<file path="config.mk">
export PLATFORM = sky130hd
export DESIGN_NAME = tt_um_hoene_led_pwm_multi
export DESIGN_NICKNAME = d
export VERILOG_FILES = /design/src/rtl/tt_um_hoene_led_pwm_multi.sv
export SDC_FILE = /design/constraint.sdc
export NUM_CORES = 1
export LEC_CHECK = 0
export CAP_MARGIN = 0
export CORE_ASPECT_RATIO = 0.9
export CORE_UTILIZATION = 58
export CTS_CLUSTER_SIZE = 24
export DETAILED_ROUTE_END_ITERATION = 6
export MAX_ROUTING_LAYER = met4
export PLACE_DENSITY = 0.8
export SKIP_LAST_GASP = 1
export SLEW_MARGIN = 20
export SYNTH_ARGS = -nofsm -noshare
export SYNTH_HDL_FRONTEND = slang
export SYNTH_SLANG_ARGS = --single-unit
export TNS_END_PERCENT = 30
</file>
<file path="constraint.sdc">
create_clock -name clk -period 3 [get_ports clk]
set_input_delay 0.3 -clock clk [delete_from_list [all_inputs] [get_ports clk]]
set_output_delay 0.3 -clock clk [all_outputs]
set_load 0.01 [all_outputs]
</file>
<file path="src/rtl/tt_um_hoene_led_pwm_multi.sv">
// ---------------------------------------------------------------------------
// tt_um_hoene_led_pwm_multi
//
// Multi-channel LED PWM stage. One shared period counter drives CHANNELS PWM
// outputs of WIDTH-bit resolution (period = 2^WIDTH clocks). Duty values are
// double-buffered: a frame loaded from the protocol path sits in a shadow
// register and is copied into the active duty registers only at a period
// boundary, so a colour change never truncates or stretches a pulse. In
// staggered mode each channel counts with a fixed phase offset, which spreads
// the turn-on edges across the period and lowers the peak LED current.
//
// Ports
//   clk            system clock, all logic on the rising edge
//   rst_n          synchronous active-low reset
//   data           duty frame, channel i = data[i*WIDTH +: WIDTH]
//   load           single-cycle strobe, captures data into the shadow frame
//   enable         runs the period counter; low forces all outputs off
//   stagger        requests phase-staggered mode (applied at a boundary)
//   out            PWM outputs, active high, registered
//   period_start   one-cycle pulse aligned with count 0 on out
//   update_pending shadow holds a frame that has not been applied yet
//
// Parameters
//   CHANNELS       number of PWM outputs (>= 1)
//   WIDTH          duty and counter width in bits (>= 2)
// ---------------------------------------------------------------------------
module tt_um_hoene_led_pwm_multi #(
    parameter int CHANNELS = 3,
    parameter int WIDTH    = 10
) (
    input  logic                      clk,
    input  logic                      rst_n,
    input  logic [CHANNELS*WIDTH-1:0] data,
    input  logic                      load,
    input  logic                      enable,
    input  logic                      stagger,
    output logic [CHANNELS-1:0]       out,
    output logic                      period_start,
    output logic                      update_pending
);

    localparam logic [WIDTH-1:0] CNT_MAX = '1;
    localparam logic [WIDTH-1:0] CNT_ONE = WIDTH'(1);

    // Shared period counter and the flags that qualify it.
    logic [WIDTH-1:0] cnt;
    logic             boundary;

    // Double-buffered duty frame, kept flat so whole-frame transfers are a
    // single vector assignment.
    logic [CHANNELS*WIDTH-1:0] shadow;
    logic [CHANNELS*WIDTH-1:0] active;
    logic                      pending;
    logic                      stagger_act;

    // Combinational PWM decision for every channel, registered into out.
    logic [CHANNELS-1:0] out_next;

    // The last count of a running period. Everything that must be glitch-free
    // (frame transfer, stagger switch) happens only here.
    assign boundary = enable && (cnt == CNT_MAX);

    assign update_pending = pending;

    // -----------------------------------------------------------------------
    // Per-channel compare. The phase offset is an elaboration-time constant,
    // floor(i * 2^WIDTH / CHANNELS); the product is formed in 64 bits so it
    // cannot overflow for any practical WIDTH. The quotient is always below
    // 2^WIDTH, so keeping the low WIDTH bits loses nothing.
    // -----------------------------------------------------------------------
    for (genvar i = 0; i < CHANNELS; i++) begin : g_chan
        localparam logic [63:0]      OFFSET_FULL = (64'(i) << WIDTH) / 64'(CHANNELS);
        localparam logic [WIDTH-1:0] OFFSET      = OFFSET_FULL[WIDTH-1:0];

        logic [WIDTH-1:0] phase;
        logic [WIDTH-1:0] local_cnt;
        logic [WIDTH-1:0] duty;

        assign phase     = stagger_act ? OFFSET : '0;
        // Modulo-2^WIDTH add: the carry is dropped so each channel's local
        // count wraps within the same period as the shared counter.
        assign local_cnt = cnt + phase;
        assign duty      = active[i*WIDTH +: WIDTH];
        // Strict less-than: duty 0 never lights, full-scale duty leaves
        // exactly one dark clock per period.
        assign out_next[i] = local_cnt < duty;
    end

    // -----------------------------------------------------------------------
    // Period counter. Dropping enable parks the counter at 0 so that
    // re-enabling always starts a fresh, full period.
    // -----------------------------------------------------------------------
    // NOTE: sequential state is assigned with <= so every register samples
    // the pre-edge values of its neighbours, whatever the statement order.
    always_ff @(posedge clk) begin
        if (!rst_n) begin
            cnt <= '0;
        end else if (!enable || boundary) begin
            cnt <= '0;
        end else begin
            cnt <= cnt + CNT_ONE;
        end
    end

    // -----------------------------------------------------------------------
    // Frame buffer. The shadow follows load at any time, even while disabled.
    // At a boundary the active frame takes the shadow as it was before this
    // edge, so a load coinciding with the boundary is kept for the next one
    // and pending stays set.
    // -----------------------------------------------------------------------
    // NOTE: the duty registers are reset, not left to power-up contents, so
    // a reset mid-frame is guaranteed to leave every LED dark.
    always_ff @(posedge clk) begin
        if (!rst_n) begin
            shadow      <= '0;
            active      <= '0;
            pending     <= 1'b0;
            stagger_act <= 1'b0;
        end else begin
            if (load) begin
                shadow <= data;
            end

            if (boundary) begin
                stagger_act <= stagger;
                if (pending) begin
                    active <= shadow;
                end
            end

            if (load) begin
                pending <= 1'b1;
            end else if (boundary) begin
                pending <= 1'b0;
            end
        end
    end

    // -----------------------------------------------------------------------
    // Registered outputs: the value shown in cycle n+1 reflects cnt, active
    // and stagger_act of cycle n, which keeps the pads free of compare
    // glitches.
    // -----------------------------------------------------------------------
    always_ff @(posedge clk) begin
        if (!rst_n) begin
            out          <= '0;
            period_start <= 1'b0;
        end else if (enable) begin
            out          <= out_next;
            period_start <= (cnt == '0);
        end else begin
            out          <= '0;
            period_start <= 1'b0;
        end
    end

endmodule

</file>
==> results.toml <==
[outcome]
outcome = "finished, final reports clean"

[synthesis]
synthesis.area_um2 = 4300
synth-async-reset-ratio = 0
net_count_after_synthesis = 534
dominant_cell_by_count_in_the_synthesized_netlist = "sky130_fd_sc_hd__dfxtp_1"
post_synth_inst_count = 459
dominantRegCellSynth = "sky130_fd_sc_hd__dfxtp_1"
yosys-mux-area-fraction = 0.0746
synth_edf_count = 0
yosys.cell_types.count = 39
synth_compound_area_frac = 0.121
ys_warn_count = 0
main_combinational_cell_family_by_area_after_synthesis = "simple AND/OR/NAND/NOR gates"
yosysTopAreaCell = "sky130_fd_sc_hd__dfxtp_1"
synth_adder_area_share = 0.117
portion_of_the_post_synthesis_area_used_by_sequential_elements = 0.354
yosys.area_share.simple = 0.222
synthesis.area_per_instance_um2 = 9.36
synth_xor_xnor_area_share = 0.0428
synth_seq_cells = 76
post_synth_main_area_contributors = "sky130_fd_sc_hd__dfxtp_1 (35%), sky130_fd_sc_hd__ha_1 (12%), sky130_fd_sc_hd__mux2i_1 (7.5%), sky130_fd_sc_hd__o21ai_2 (6.1%), sky130_fd_sc_hd__nor2b_1 (5.0%)"
synth_top_cells_by_count = "sky130_fd_sc_hd__dfxtp_1 (76), sky130_fd_sc_hd__nand2_1 (45), sky130_fd_sc_hd__ha_1 (40)"
synth_largest_type_area_fraction = 0.354

[layout]
net_count_of_the_finished_layout = 562
multiInputGateArea_um2 = 2470
postLayoutCoreUtil = 0.694
regArea_um2 = 1520
layoutNonFillerInstCount = 585
final_layout_size_suffix_gt1_frac = 0.157
fillCellCount = 550
num_antenna_cells = 0
area_growth_pct = 14.8

[place]
port-buffer-count = 39
place.detailed.instances = 569
routabilityCongestion = 0.868
dpl.hpwl_mm = 5.66

[job]
maxCapViolCount = 0

[timing]
setup_tns_ps = 0
slew_violations = 0
worst_clock_skew_ps = 6.33
fin_crit_sh = 0.863
tightest_slew_ps = 936
fmax_ghz = 0.386
final_period_minus_worst_setup_slack_ps = 2590
hold_ws_ps = 454
setup_viol = 0
hold_violations = 0
grt_setup_unrepaired = "no"
timing.max_slew.rel_slack = 0.376

[clock_network]
ctsRootBufferMaster = "sky130_fd_sc_hd__clkbuf_8"
cts_setup_buffers = 0
clock_insertion_delay_worst_skew_ps = 340
cts.reportedPaths.clkPinSlew_ps = 80
cts_made_buffers = 9
clk_path_buf_depth = 2
cts.htree.levels = 3
cts_resized = 0
post_cts_hold_buffer_count = 0
clock_sinks = 76
tritoncts = "done"

[detailed_routing]
vias = 3165
iteration_0_drc_markers = 98
vias_per_cell = 5.41
wirelength_mm = 7.91
wire_per_inst_um = 13.5
postRouteAntennaNets = 0
drt_pass1_iterations = 4
detail_route.drc_violations = 0

[grt]
wire_length_of_the_first_global_routing_pass_mm = 13.6
pin_count_of_the_biggest_net_entering_global_routing = 49
globalRouteMet2Util = 0.362
globalRoute.busiestLayer = "met2"
grt_ovf = 0
grt_pass1_vias = 3076
global_route.usage.total = 0.225
gr-usage-met1 = 0.274
met3_usage_in_global_routing = 0.0619
number_of_antenna_violations_at_the_first_check_in_global_routing = 0

[critical_path]
worstPathCellList = "ha_1, a31oi_1, o21ba_2, o21bai_1, xor2_1, ha_1, and4_1, nand2_1, nand4_1, a31oi_1"
critPathMaxStageDelay_ps = 590
critical-path-slowest-cell = "sky130_fd_sc_hd__dfxtp_1"
worst-endpoint-arrival_ps = 2860
required_ps = 3270
endpoint_kind = "flip-flop"
timing.critical_path.from_type = "flip-flop"
worstSetupPathType = "reg -> reg"
worst_path_dominant_cell_family = "compound AO/OA/AOI/OAI gates"
critical_path_peak_fanout = 11
crit_buf_inv = 0

[hold_path]
hold_path_class = "reg -> reg"

[power]
vdd_drop_max_mv = 0.307
power_per_cell_area_nw_per_um2 = 451
leakage_uw = 0.00200

[floorplanning]
starting_density_of_the_core = 0.604
core_area_um2 = 7110
ioPinCount = 40
floorplan.die_area_um2 = 7750
num_rows = 29
dieWidth_um = 92.7
dieHeight_um = 83.6
kinds of logic (layout without fill, tap and decap cells):
logic type               count (synthesis)  count (layout)
multiplexers                            32              32
AND/OR/NAND/NOR                        162             162
AO/OA/AOI/OAI                           69              69
XOR/XNOR                                21              21
adder cells (fa/ha/maj)                 40              40
flip-flops                              76              76
buffers and inverters                   59              92
metal layers:
metal | wire (um) | vias up
li1 | - | 1636
met1 | 3660 | 1448
met2 | 3740 | 63
met3 | 352 | 18
met4 | 152 | 0
met5 | 0 | -
power by group:
group / total, uW / internal [uW] / switching [uW]
Combinational: 149 / 83.0 / 66.3
Clock: 1020 / 661 / 360
Sequential: 1050 / 1040 / 16.1
worst min-delay path, delay by kind of cell, from the launching register on:
kind	cells	cell delay [ps]
AOI/OAI and AO/OA	1	40
DFF	1	310
and+or+nand+nor	1	70
worst paths after layout:
kind | start | end | slack, ps | depth (start not counted)
min | shadow[13] | active[13] | 450 | 2
max | stagger_act | out[2] | 410 | 10
max reg2reg | stagger_act | out[2] | 410 | 10
min reg2reg | shadow[13] | active[13] | 450 | 2
cells in the final DEF (no fill, tap or decap), drive strengths merged, types with 4 or more instances in the layout:
cell	synthesis	routed
nand4	7	7
xor2	9	9
xnor2	12	12
nor2	13	13
a21oi	11	11
a21o	8	8
nand2	45	45
mux2i	32	32
nand3	42	42
buf	20	8
bufinv	0	4
clkbuf	8	12
dfxtp	76	76
inv	31	31
ha	40	40
and4	4	4
nor2b	34	34
clkdlybuf4s50	0	37
o21ai	33	33
nand2b	5	5
a31oi	8	8
layout make-up:
cell class | count | area share
clock buffers | 12 | 0.0294
clock inverters | 4 | 0.0244
inverters | 31 | 0.0236
multi-input cells | 324 | 0.502
flip-flops and latches | 76 | 0.308
well taps | 93 | 0.0236
repair buffers | 45 | 0.0888
through the flow:
stage | cell area [um2] | setup slack (ps) | total power (uW)
6_report | 4930 | 410 | 2220
5_1_grt | 4930 | 256 | 2300
4_1_cts | 4930 | 427 | 2240
3_5_place_dp | 4670 | 452 | 1220
3_3_place_gp | 4670 | 559 | 1220
2_1_floorplan | 4300 | 710 | 1160
flip-flops by register name, summed over array words and instances (netlist names):
name,cells
active,30
shadow,30
cnt,10
out,3
period_start,1
stagger_act,1
update_pending,1
Note: power is estimated with default switching activity, not from simulation.
